===== config.mk =====
export PLATFORM = sky130hd
export DESIGN_NAME = div_issue_ctrl
export DESIGN_NICKNAME = d
export VERILOG_FILES = /design/src/rtl/div_issue_ctrl.sv
export SDC_FILE = /design/constraint.sdc
export NUM_CORES = 1
export LEC_CHECK = 0
export ABC_AREA = 0
export CORE_UTILIZATION = 54
export DETAILED_ROUTE_END_ITERATION = 6
export GPL_TIMING_DRIVEN = 0
export PLACE_DENSITY = 0.86
export SYNTH_ARGS = -nofsm -noshare
export SYNTH_HDL_FRONTEND = slang
export SYNTH_SLANG_ARGS = --single-unit
export TNS_END_PERCENT = 50

===== constraint.sdc =====
create_clock -name clk -period 12.49 [get_ports clk]
set_clock_uncertainty 0.1 [all_clocks]
set_input_delay 1.249 -clock clk [delete_from_list [all_inputs] [get_ports clk]]
set_output_delay 1.249 -clock clk [all_outputs]
set_load 0.01 [all_outputs]

===== src/rtl/div_issue_ctrl.sv =====
// EX-stage sequencer for the shared iterative divider: launches div/mod ops,
// selects quotient or remainder, stalls EX until done and reuses a one-entry result cache.
module div_issue_ctrl #(
  parameter int WIDTH    = 32,
  parameter bit CACHE_EN = 1'b1
) (
  input  logic             clk,
  input  logic             rstn,
  input  logic             req_valid,
  input  logic [1:0]       req_op,
  input  logic [WIDTH-1:0] src1,
  input  logic [WIDTH-1:0] src2,
  input  logic             flush,
  output logic             stall,
  output logic             res_valid,
  output logic [WIDTH-1:0] result,
  output logic             div_en,
  output logic [WIDTH-1:0] div_dividend,
  output logic [WIDTH-1:0] div_divisor,
  output logic             div_sign,
  output logic             div_flush,
  input  logic [WIDTH-1:0] div_quotient,
  input  logic [WIDTH-1:0] div_remainder,
  input  logic             div_ready,
  input  logic             div_busy
);

  typedef enum logic [1:0] {
    IDLE  = 2'd0,
    ISSUE = 2'd1,
    WAIT  = 2'd2,
    DONE  = 2'd3
  } state_t;

  state_t           state;
  logic             op_rem;
  logic             done_q;
  logic             cache_vld;
  logic             cache_sign;
  logic [WIDTH-1:0] cache_src1;
  logic [WIDTH-1:0] cache_src2;
  logic [WIDTH-1:0] cache_q;
  logic [WIDTH-1:0] cache_r;
  logic             req_sign;
  logic             div_zero;
  logic             cache_hit;

  function automatic logic [WIDTH-1:0] sel_result(input logic             rem,
                                                  input logic [WIDTH-1:0] q,
                                                  input logic [WIDTH-1:0] r);
    return rem ? r : q;
  endfunction

  assign req_sign  = ~req_op[1];
  assign div_zero  = (src2 == '0);
  assign cache_hit = CACHE_EN && cache_vld && (cache_src1 == src1) &&
                     (cache_src2 == src2) && (cache_sign == req_sign);

  // A flush kills the strobe even in DONE, so the killed result never reaches EX.
  assign res_valid = done_q & ~flush;
  assign stall     = req_valid & ~res_valid;
  // The divider shares rstn, so reset alone never raises the abort.
  assign div_flush = flush & rstn;

  always_ff @(posedge clk) begin
    if (!rstn) begin
      state        <= IDLE;
      done_q       <= 1'b0;
      div_en       <= 1'b0;
      result       <= '0;
      div_dividend <= '0;
      div_divisor  <= '0;
      div_sign     <= 1'b0;
      op_rem       <= 1'b0;
      cache_vld    <= 1'b0;
    end else begin
      done_q <= 1'b0;
      div_en <= 1'b0;
      if (flush) begin
        state <= IDLE;
      end else begin
        case (state)
          IDLE: begin
            if (req_valid) begin
              div_dividend <= src1;
              div_divisor  <= src2;
              div_sign     <= req_sign;
              op_rem       <= req_op[0];
              if (div_zero) begin
                result <= sel_result(req_op[0], '1, src1);
                done_q <= 1'b1;
                state  <= DONE;
              end else if (cache_hit) begin
                result <= sel_result(req_op[0], cache_q, cache_r);
                done_q <= 1'b1;
                state  <= DONE;
              end else begin
                state <= ISSUE;
              end
            end
          end
          ISSUE: begin
            if (!div_busy) begin
              div_en <= 1'b1;
              state  <= WAIT;
            end
          end
          WAIT: begin
            if (div_ready) begin
              result     <= sel_result(op_rem, div_quotient, div_remainder);
              cache_vld  <= 1'b1;
              cache_src1 <= div_dividend;
              cache_src2 <= div_divisor;
              cache_sign <= div_sign;
              cache_q    <= div_quotient;
              cache_r    <= div_remainder;
              done_q     <= 1'b1;
              state      <= DONE;
            end
          end
          default: state <= IDLE;
        endcase
      end
    end
  end

endmodule


==> results.md <==
* Hpwl dp at 21.2 mm
* Layout cells sized above 1 at 5.73%
* Most frequent cells in the layout: 235 x clkdlybuf4s50_1, 230 x nand2_1, 129 x edfxtp_1
* Final WS setup at 8.43 ns
* CTS max path bufs at 3
* Final TNS setup at 0 ns
* Vias in the first global route at 7662
* RSZ-0062 raised after global routing: no
* Worst setup slack after placement at 8.16 ns
* Final cell count without fillers at 1363
* Minimum clock period at 4.06 ns
* Initial antenna violation count at 0
* Pre-antenna DRT Iters at 5
* Die Ht at 137 µm
* Sink Count at 232
* R2R setup slack at 9.48 ns
* Critical path's most frequent cell: clkbuf_1
* Largest net degree at the start of global routing at 33
* Worst Path Max Fanout at 10
* Setup bufs post-CTS at 0
* Tcrit/Tclk final at 32.5%
* Routed WL at 29.2 mm
* Pleak at 4.78 nW
* Initial DRC Count at 639
* Pwr/cell area at 129 nW/µm²
* Reg2Reg Depth at 7
* Commonest non-fill, non-tap cell in the layout: clkdlybuf4s50_1
* Seq cells post-synth at 232
* CP required at 11.14 ns
* Cell Area, Synth at 9900 µm²
* Die area at 18900 µm²
* Syn Nets at 991
* RePlAce Congestion at 0.895
* Residual DRC at 0
* Synth warn at 0
* CP bufs+invs at 3
* Die W at 137 µm
* Area growth, synth to finish at 35.7%
* Cts hold-fix bufs at 0
* Final setup vio count at 0
* Number of vias per cell at 5.75
* Fraction of registers with async set/reset at 0%
* Post-CTS Resized at 0
* Final ANT Viol Nets at 0
* R2r startpoint: state[0]$_SDFFE_PP0P_
* ANT cells at 0
* Global-route wire length before repair at 42.7 mm
* CTS Buf Count at 24
* Max cap viols at 0
* Gr ovfl total at 0
* Worst skew pair latency at 0.51 ns
* Placed Cells at 1319
* Max-slew violations at 0
* Avg Cell Area, Syn at 11.6 µm²
* Synthesized instance count at 851
* Core region area at 18000 µm²
* Fmax at 247 MHz
* Hold crit path type: reg -> reg
* Unique masters post-synth at 46
* Synth Flop Type: edfxtp_1
* Outcome: finished clean
* H-tree lvl count at 1
* Yosys top cell area share at 39.1%
* Slew headroom at 34.5%
* Critical path class: in -> out
* Via count at 7832
* Final net count at 1256
* Hold endpoint: cache_src1[2]$_DFFE_PP_
* Worst hold slack at 0.356 ns
* Slew @ Worst Pin at 0.981 ns
* EDFF count, synth at 129
* CP arrival at 2.71 ns
* Peak VDD IR at 0.0948 mV
* Crit-path slowest cell: clkdlybuf4s50_1
* Slowest stage delay, CP at 0.56 ns
* Setup crit start kind: input pin
* Largest area contributor in the netlist: edfxtp_1
* DR WL/cell at 21.4 µm
* Worst R2R End: cache_r[12]$_DFFE_PP_
* Hold path cells at 0
* Root buf cell: clkbuf_16
* IO Pins at 237
* Cells taking the most area after synthesis: edfxtp_1 39%, dfxtp_1 21%, mux2i_1 9.4%
* Initial core utilization at 55.1%
* TritonCTS clock tree: built
* Worst-path cell chain: clkbuf_1, clkbuf_1, and2_1, clkdlybuf4s50_1
* Hold Fails Final Rpt at 0
* Std cell rows at 49
* Post-synthesis sequential area ratio at 60.0%
* I/O Buffers at 235
* Overall Power at 0.00173 W
* Hold_sp: div_dividend[2]$_SDFFE_PN0P_
* Crit end category: output port
* Delay-heaviest family, CP: buffers and inverters
* Total track usage at 30.8%
* Worst-path clk slew at 0.06 ns
[power by group]
part	switching [W]	internal (W)	leakage [nW]	total, W
Combinational	0.0000939	0.0000928	2.31	0.000187
Clock	0.000295	0.000416	0.395	0.000711
Sequential	0.0000116	0.000820	2.07	0.000832
Total	0.000401	0.00133	4.78	0.00173
[stage by stage]
step                      utilization, %  cell area, µm²
after detailed placement            70.3           12600
after floorplan                        -            9900
after global placement              69.8           12500
after global routing                74.7           13400
final                               74.7           13400
after CTS                           74.7           13400
[state kept, by name (all words and copies together), names as in the netlist]
| register | count |
|---|---|
| cache_q | 32 |
| cache_r | 32 |
| cache_sign | 1 |
| cache_src1 | 32 |
| cache_src2 | 32 |
| cache_vld | 1 |
| div_dividend | 32 |
| div_divisor | 32 |
| div_en | 1 |
| div_sign | 1 |
| done_q | 1 |
| op_rem | 1 |
| result | 32 |
| state | 2 |
[cell type report]
class                   instances  area (µm²)
repair buffers                239        2440
multi-input cells             557        3690
clock inverters                 7        43.8
flip-flops and latches        232        5940
fillers                      1169        4540
clock buffers                  37         752
inverters                      11        41.3
plain buffers                  51         238
well taps                     229         287
[how the worst max path moves through the flow]
stage / to / depth (start not counted) / start / slack (ns)
4_1_cts: div_flush / 4 / rstn / 8.43
6_report: div_flush / 4 / rstn / 8.43
3_3_place_gp: cache_src1[17]$_DFFE_PP_ / 4 / flush / 1.74
3_5_place_dp: result[15]$_SDFFE_PN0P_ / 9 / src2[12] / 8.16
2_1_floorplan: cache_q[0]$_DFFE_PP_ / 3 / rstn / 4.75
5_1_grt: result[5]$_SDFFE_PN0P_ / 9 / src2[7] / 8.35
[Yosys cell counts (3+ instances only)]
cell and count:
a21boi_0 65, nor4_2 9, nand4_1 6, clkbuf_1 38
o2111ai_1 32, buf_4 3, nor2b_1 7, nand3_1 6
o21ai_0 4, dfxtp_1 103, ha_1 4, edfxtp_1 129
buf_8 3, mux2i_1 93, nand2b_1 4, a21oi_1 3
xor2_1 53, buf_1 6, nand2_1 230, inv_1 10
nor4_1 14
[worst register-to-register path: stages, from the launching register on]
cell and delay [ns]:
dfxtp_1 0.33, inv_1 0.10, ha_1 0.17, clkbuf_1 0.43, nand2_1 0.22, nor2_4 0.79, buf_12 0.29, buf_12 0.24
[metal layers]
layer	part of all wire [%]	GRT usage, %	vias to the layer above
li1	-	-	3575
met1	40	39.4	3779
met2	47	49.9	403
met3	9.2	7.21	75
met4	4.3	13.7	0
met5	0	0	-
[cell families after synthesis]
family	after synthesis	share of synthesized area (%)
and+or+nand+nor	287	13.0
DFF	232	60.0
AOI/OAI and AO/OA	118	9.44
muxes	93	9.41
buffers and inverters	62	2.82
xor gates and xnor gates	55	4.87
adders and majority gates	4	0.506
Power figures use the tool's default switching activity.
